### config.mk
export PLATFORM = sky130hd
export DESIGN_NAME = up_run_ctrl
export DESIGN_NICKNAME = d
export VERILOG_FILES = /design/src/rtl/up_pkg.sv /design/src/rtl/up_load_port.sv /design/src/rtl/up_run_ctrl.sv
export SDC_FILE = /design/constraint.sdc
export NUM_CORES = 1
export LEC_CHECK = 0
export BUFFER_PORTS_ARGS = -buffer_cell sky130_fd_sc_hd__buf_4
export CORE_AREA = 3 3 70 72
export DETAILED_ROUTE_END_ITERATION = 6
export DIE_AREA = 0 0 73 75
export MAX_ROUTING_LAYER = met4
export PLACE_DENSITY = 0.65
export SLEW_MARGIN = 30
export SYNTH_ARGS = -nofsm -noshare
export SYNTH_HDL_FRONTEND = slang
export SYNTH_SLANG_ARGS = --single-unit
### constraint.sdc
create_clock -name clk -period 4.1 [get_ports clk]
set_clock_uncertainty 0.2 [all_clocks]
set_input_delay 0.82 -clock clk [delete_from_list [all_inputs] [get_ports clk]]
set_output_delay 0.82 -clock clk [all_outputs]
set_load 0.01 [all_outputs]
### src/rtl/up_pkg.sv
// Shared definitions for the up_* accumulator-processor blocks:
// run-controller state encodings and default memory geometry.
package up_pkg;

    localparam int UP_ADDR_W = 5;
    localparam int UP_DATA_W = 8;

    typedef enum logic [2:0] {
        ST_IDLE   = 3'd0,
        ST_LOAD   = 3'd1,
        ST_PRESET = 3'd2,
        ST_RUN    = 3'd3,
        ST_STEP   = 3'd4,
        ST_HALTED = 3'd5
    } run_state_e;

endpackage

### src/rtl/up_load_port.sv
// Host load port: captures each accepted ld_valid/ld_ready beat and
// replays it as a one-cycle memory write on the following cycle.
// Address/data hold their last value between writes.
module up_load_port
    import up_pkg::*;
#(
    parameter int ADDR_W = UP_ADDR_W,
    parameter int DATA_W = UP_DATA_W
) (
    input  logic              clk,
    input  logic              rst_n,
    input  logic              ld_valid,
    input  logic              ld_ready,
    input  logic [ADDR_W-1:0] ld_addr,
    input  logic [DATA_W-1:0] ld_data,
    output logic              mem_wr,
    output logic [ADDR_W-1:0] mem_addr,
    output logic [DATA_W-1:0] mem_data
);

    logic accept;

    assign accept = ld_valid & ld_ready;

    // Register accepted beats; reset drops any write still in flight.
    always_ff @(posedge clk or negedge rst_n) begin
        if (!rst_n) begin
            mem_wr   <= 1'b0;
            mem_addr <= '0;
            mem_data <= '0;
        end else begin
            mem_wr <= accept;
            if (accept) begin
                mem_addr <= ld_addr;
                mem_data <= ld_data;
            end
        end
    end

endmodule

### src/rtl/up_run_ctrl.sv
// Run controller for the 8-bit accumulator CPU: arbitrates the program
// memory write port between host loader and CPU, sequences CPU reset,
// free-run, single-step and stop via cpu_rst_n/cpu_clk_en, and counts
// enabled CPU cycles.
// Optional watchdog: define UP_RUN_CTRL_WDOG_EN to halt RUN once
// cycle_cnt reaches MAX_CYCLES and flag timeout.
module up_run_ctrl
    import up_pkg::*;
#(
    parameter int          ADDR_W     = UP_ADDR_W,
    parameter int          DATA_W     = UP_DATA_W,
    parameter logic [15:0] MAX_CYCLES = 16'hFFFF
) (
    input  logic              clk,
    input  logic              rst_n,
    input  logic              ld_valid,
    output logic              ld_ready,
    input  logic [ADDR_W-1:0] ld_addr,
    input  logic [DATA_W-1:0] ld_data,
    input  logic              start,
    input  logic              step,
    input  logic              stop,
    input  logic              cpu_halt,
    output logic              cpu_rst_n,
    output logic              cpu_clk_en,
    output logic              mem_sel,
    output logic              mem_wr,
    output logic [ADDR_W-1:0] mem_addr,
    output logic [DATA_W-1:0] mem_data,
    output logic [2:0]        state,
    output logic [15:0]       cycle_cnt,
    output logic              timeout
);

    run_state_e cur_state;
    run_state_e nxt_state;
    logic       step_mode;      // PRESET was entered by step, so go to STEP after it
    logic       nxt_step_mode;
    logic       ready_en;       // keeps ld_ready low while reset is asserted
    logic       wdog_hit;
    logic       enter_preset;

    assign state        = cur_state;
    assign enter_preset = (nxt_state == ST_PRESET);

    up_load_port #(
        .ADDR_W (ADDR_W),
        .DATA_W (DATA_W)
    ) u_load_port (
        .clk      (clk),
        .rst_n    (rst_n),
        .ld_valid (ld_valid),
        .ld_ready (ld_ready),
        .ld_addr  (ld_addr),
        .ld_data  (ld_data),
        .mem_wr   (mem_wr),
        .mem_addr (mem_addr),
        .mem_data (mem_data)
    );

`ifdef UP_RUN_CTRL_WDOG_EN
    // Fire on the edge that counts the MAX_CYCLES-th enabled cycle, so the
    // CPU stops with cycle_cnt exactly at the limit.
    assign wdog_hit = (cur_state == ST_RUN) && (cycle_cnt >= (MAX_CYCLES - 16'd1));

    // Sticky timeout flag, cleared when a new run is prepared.
    always_ff @(posedge clk or negedge rst_n) begin
        if (!rst_n) begin
            timeout <= 1'b0;
        end else if (enter_preset) begin
            timeout <= 1'b0;
        end else if (wdog_hit) begin
            timeout <= 1'b1;
        end
    end
`else
    // No watchdog: the limit has no effect on this build.
    logic unused_max_cycles;
    assign unused_max_cycles = ^MAX_CYCLES;
    assign wdog_hit          = 1'b0;
    assign timeout           = 1'b0;
`endif

    // State register plus step-mode and ready-enable flags.
    always_ff @(posedge clk or negedge rst_n) begin
        if (!rst_n) begin
            cur_state <= ST_IDLE;
            step_mode <= 1'b0;
            ready_en  <= 1'b0;
        end else begin
            cur_state <= nxt_state;
            step_mode <= nxt_step_mode;
            ready_en  <= 1'b1;
        end
    end

    // Next-state selection and per-state CPU/memory control outputs.
    always_comb begin
        nxt_state     = cur_state;
        nxt_step_mode = step_mode;
        cpu_rst_n     = 1'b0;
        cpu_clk_en    = 1'b0;
        mem_sel       = 1'b0;
        ld_ready      = 1'b0;
        case (cur_state)
            ST_IDLE: begin
                mem_sel  = 1'b1;
                ld_ready = ready_en;
                if (ld_valid) begin
                    nxt_state = ST_LOAD;
                end else if (start) begin
                    nxt_state     = ST_PRESET;
                    nxt_step_mode = 1'b0;
                end else if (step) begin
                    nxt_state     = ST_PRESET;
                    nxt_step_mode = 1'b1;
                end
            end
            ST_LOAD: begin
                mem_sel  = 1'b1;
                ld_ready = ready_en;
                // Stay until the last captured beat has been written.
                if (!ld_valid && !mem_wr) begin
                    nxt_state = ST_IDLE;
                end
            end
            ST_PRESET: begin
                nxt_state = step_mode ? ST_STEP : ST_RUN;
            end
            ST_RUN: begin
                cpu_rst_n  = 1'b1;
                cpu_clk_en = 1'b1;
                if (stop || cpu_halt || wdog_hit) begin
                    nxt_state = ST_HALTED;
                end
            end
            ST_STEP: begin
                cpu_rst_n  = 1'b1;
                cpu_clk_en = 1'b1;
                nxt_state  = ST_HALTED;
            end
            ST_HALTED: begin
                cpu_rst_n = 1'b1;
                if (ld_valid) begin
                    nxt_state = ST_LOAD;
                end else if (start) begin
                    nxt_state     = ST_PRESET;
                    nxt_step_mode = 1'b0;
                end else if (step) begin
                    nxt_state = ST_STEP;
                end
            end
            default: begin
                nxt_state = ST_IDLE;
            end
        endcase
    end

    // Saturating count of enabled CPU cycles, cleared on entry to PRESET.
    always_ff @(posedge clk or negedge rst_n) begin
        if (!rst_n) begin
            cycle_cnt <= '0;
        end else if (enter_preset) begin
            cycle_cnt <= '0;
        end else if (cpu_clk_en && (cycle_cnt != 16'hFFFF)) begin
            cycle_cnt <= cycle_cnt + 16'd1;
        end
    end

endmodule

==> summary.md <==
| Metric | Value |
|---|---|
| I/O pins | `between 50 and 60` |
| Syn_nets | `183` |
| Time the final worst path needs with I/O delays and setup | `2.66 ns` |
| Post-synth design cell area | `around 1700 sq um` |
| Max-capacitance violation count | `0` |
| Areal power density over the cells | `between 500 and 600 nW/um^2` |
| Largest vdd supply drop | `0.000321 V` |
| Post_cts resized | `0` |
| Total instance count after detailed placement | `approximately 260` |
| Part of the Yosys area used for sequential elements | `50.3%` |
| Number of diodes | `0` |
| Internal power component | `0.868 mW` |
| Source-to-sink clock delay at the later pin of the worst-skew pair | `0.28 ns` |
| Family with the most delay on the worst path | `simple AND/OR/NAND/NOR gates` |
| GRT Overall Usage | `15.7%` |
| Number of antenna-violating nets in the routed design | `0` |
| Number of I/O port buffers | `56` |
| Worst setup margin | `roughly 1.4 ns` |
| Final core utilization | `52.8%` |
| Dpl cell area | `between 2000 and 2500 sq um` |
| Top cells by area in the synthesized netlist | `sky130_fd_sc_hd__dfrtp_1, sky130_fd_sc_hd__mux2_2, sky130_fd_sc_hd__mux2i_1, sky130_fd_sc_hd__o21ai_0, sky130_fd_sc_hd__a21oi_1` |
| Critical path launch point type | `flop` |
| Delay of the slowest critical-path stage | `between 0.4 and 0.5 ns` |
| DIE HEIGHT | `75 microns` |
| Finished layout cell area | `around 2300 sq um` |
| Depth of the worst register-to-register path | `5` |
| Switching part of the total power | `33.8%` |
| Number of buffers inserted during clock tree synthesis | `5` |
| Routed wirelength normalized by instance count | `14.9 microns` |
| Overall routed net length | `4030 microns` |
| Most frequent cells after synthesis | `sky130_fd_sc_hd__dfrtp_1, sky130_fd_sc_hd__o21ai_0, sky130_fd_sc_hd__mux2_2` |
| Power Total | `1.31 mW` |
| Yosys cell types | `44` |
| Grt ovf | `0` |
| Total number of vias | `1507` |
| DRC | `0` |
| Synthesized area per cell | `roughly 11 sq um` |
| Top flip-flop cell by instance count after synthesis | `sky130_fd_sc_hd__dfrtp_1` |
| DR iter-0 viols | `between 70 and 80` |
| Number of setup violations in the final report | `0` |
| Share of total power in combinational logic | `38.9%` |
| Count leader, synth | `sky130_fd_sc_hd__dfrtp_1` |
| Post-cts hold buffer count | `0` |
| Reg-to-reg endpoint | `cycle_cnt[8]$_DFFE_PN0P_` |
| Post-layout net count | `239` |
| Final Hold Vio Count | `0` |
| Number of antenna violations at the first check in global routing | `0` |
| Endpoint arrival time on the critical path | `1.64 ns` |
| Slowest-stage cell, CP | `sky130_fd_sc_hd__dfrtp_1` |
| Clock transition at path regs | `0.07 ns` |
| Die Area | `5480 sq um` |
| Worst endpoint required time | `3.08 ns` |
| Buf+Inv Stages, Crit Path | `2` |
| Die W | `73 microns` |
| Count of final max-slew check failures | `0` |
| Worst relative slew slack | `43.2%` |
| CTS Root Cell | `sky130_fd_sc_hd__clkbuf_8` |
| Worst slack, placed | `~1.7 ns` |
| Placed wire-length estimate | `2950 microns` |
| Cell taking the most area after synthesis | `sky130_fd_sc_hd__dfrtp_1` |
| Layout cells sized above 1 | `roughly 39%` |
| Area added between synthesis and finish | `32.0%` |
| Transition time at the pin with the least slew margin | `0.844 ns` |
| Post-CTS Setup Inserts | `0` |
| Fillers | `395` |
| Part of the total power dissipated in sequential elements | `40.4%` |
| Ys async rst share | `100%` |
| Fmax | `between 0.3 and 0.4 GHz` |
| Yosys reg bits | `35` |
| Htree depth | `2` |
| Initial core utilization | `40.0%` |
| Global placement routability congestion | `0.799` |
| Clock network fraction of total power | `20.8%` |
| Number of enable flip-flop cells after synthesis | `0` |
| Worst hold-check slack | `0.277 ns` |
| Worst Setup End Kind | `primary output` |
| Routed vias/inst | `5.56` |
| Number of global-route vias before repair | `1481` |
| Global-route wire length before repair | `6540 microns` |
| Largest net degree at the start of global routing | `36` |
| Number of core rows | `24` |
| Fraction of the cycle the final worst path needs | `between 60% and 70%` |
| Run status | `complete, no violations` |
| Max clock buf depth | `2` |
| Net load switching power | `roughly 0.44 mW` |
| Post-layout instance count excluding filler cells | `271` |
| Sinks on the clock net | `35` |
| Core area | `4350 sq um` |
| Top-area cell type share of the netlist area | `between 50% and 60%` |
| CTS tree | `built` |
| Number of detailed-route iterations in the first pass | `4` |
| Standby leakage power | `1.06 nW` |
| Accumulated negative setup slack | `0 ns` |
| Number of synthesis warnings | `0` |
| Setup slack of the worst register-to-register path | `1.80 ns` |
| Type of the worst setup path | `flop to primary output` |
| Post-synthesis instance total | `approximately 160` |
| Worst reg2reg startpoint | `cycle_cnt[3]$_DFFE_PN0P_` |
| Critical path, cell by cell | `or3b_4, and2_2, inv_1, buf_4` |
| Setup repair after global routing missed its margin | `no` |
| Path category of the worst min-delay check | `input port to async pin` |
| Worst-path fanout max | `10` |
==> state kept, by name, indices dropped and copies added, names as in the netlist <==
register	cells
ready_en	1
step_mode	1
u_load_port.mem_wr	1
u_load_port.mem_data	8
state	3
cycle_cnt	16
u_load_port.mem_addr	5
==> kinds of logic after synthesis <==
family	synth area share [%]
compound gates	14.2
fa+ha+maj	0.718
buf+inv	2.95
flops	50.3
mux	14.2
other cells	0.431
simple gates	17.3
==> cells in the final DEF, fill, tap and decap left out, drive strengths merged, types with 2 or more instances in the layout <==
| cell type | netlist | final |
|---|---|---|
| a211oi | 2 | 2 |
| a21o | 3 | 3 |
| a21oi | 8 | 8 |
| and2 | 3 | 3 |
| buf | 3 | 57 |
| clkbuf | 5 | 8 |
| conb | 2 | 2 |
| dfrtp | 35 | 35 |
| inv | 4 | 4 |
| mux2 | 13 | 13 |
| mux2i | 10 | 10 |
| nand2 | 6 | 6 |
| nand3 | 8 | 8 |
| nand4 | 5 | 5 |
| nor2 | 5 | 5 |
| nor3 | 2 | 2 |
| nor4 | 3 | 3 |
| o21ai | 15 | 15 |
| o21bai | 4 | 4 |
| or2 | 2 | 2 |
| or3 | 4 | 4 |
| or4 | 2 | 2 |
==> metal layers <==
layer,wire length (microns),part of all wire [%],track usage [%],vias up
met4,16,0.40,4.51,0
met5,0,0,-,-
met1,1810,45,19.6,737
li1,-,-,-,711
met3,345,8.6,6.01,3
met2,1860,46,23.8,56
==> worst max-delay path by stage <==
stage	start	end	slack (ns)	cells after the start
final	state[1]$_DFF_PN0_	cpu_clk_en	1.44	4
after global routing	state[1]$_DFF_PN0_	cpu_clk_en	1.35	4
after CTS	state[1]$_DFF_PN0_	cpu_clk_en	1.43	4
after detailed placement	state[1]$_DFF_PN0_	cpu_clk_en	1.75	4
after global placement	state[1]$_DFF_PN0_	cpu_clk_en	1.76	4
after floorplan	state[1]$_DFF_PN0_	cpu_clk_en	1.79	4
==> area by class of cell <==
type	count	area, sq um	area share, %
clock buffer	8	100	4.35
inverter	4	15.0	0.653
multi-input combinational	115	815	35.4
sequential	35	876	38.1
tap	52	65.1	2.83
timing repair buffer	57	428	18.6
==> power by group through the flow <==
stage                     clock network [mW]  logic (mW)  registers (mW)
final                                  0.272       0.509           0.529
after global routing                   0.297       0.562           0.543
after CTS                              0.280       0.516           0.529
after detailed placement                   0       0.516           0.533
after global placement                     0       0.516           0.530
after floorplan                            0       0.242           0.559
(Power assumes the default switching activity.)
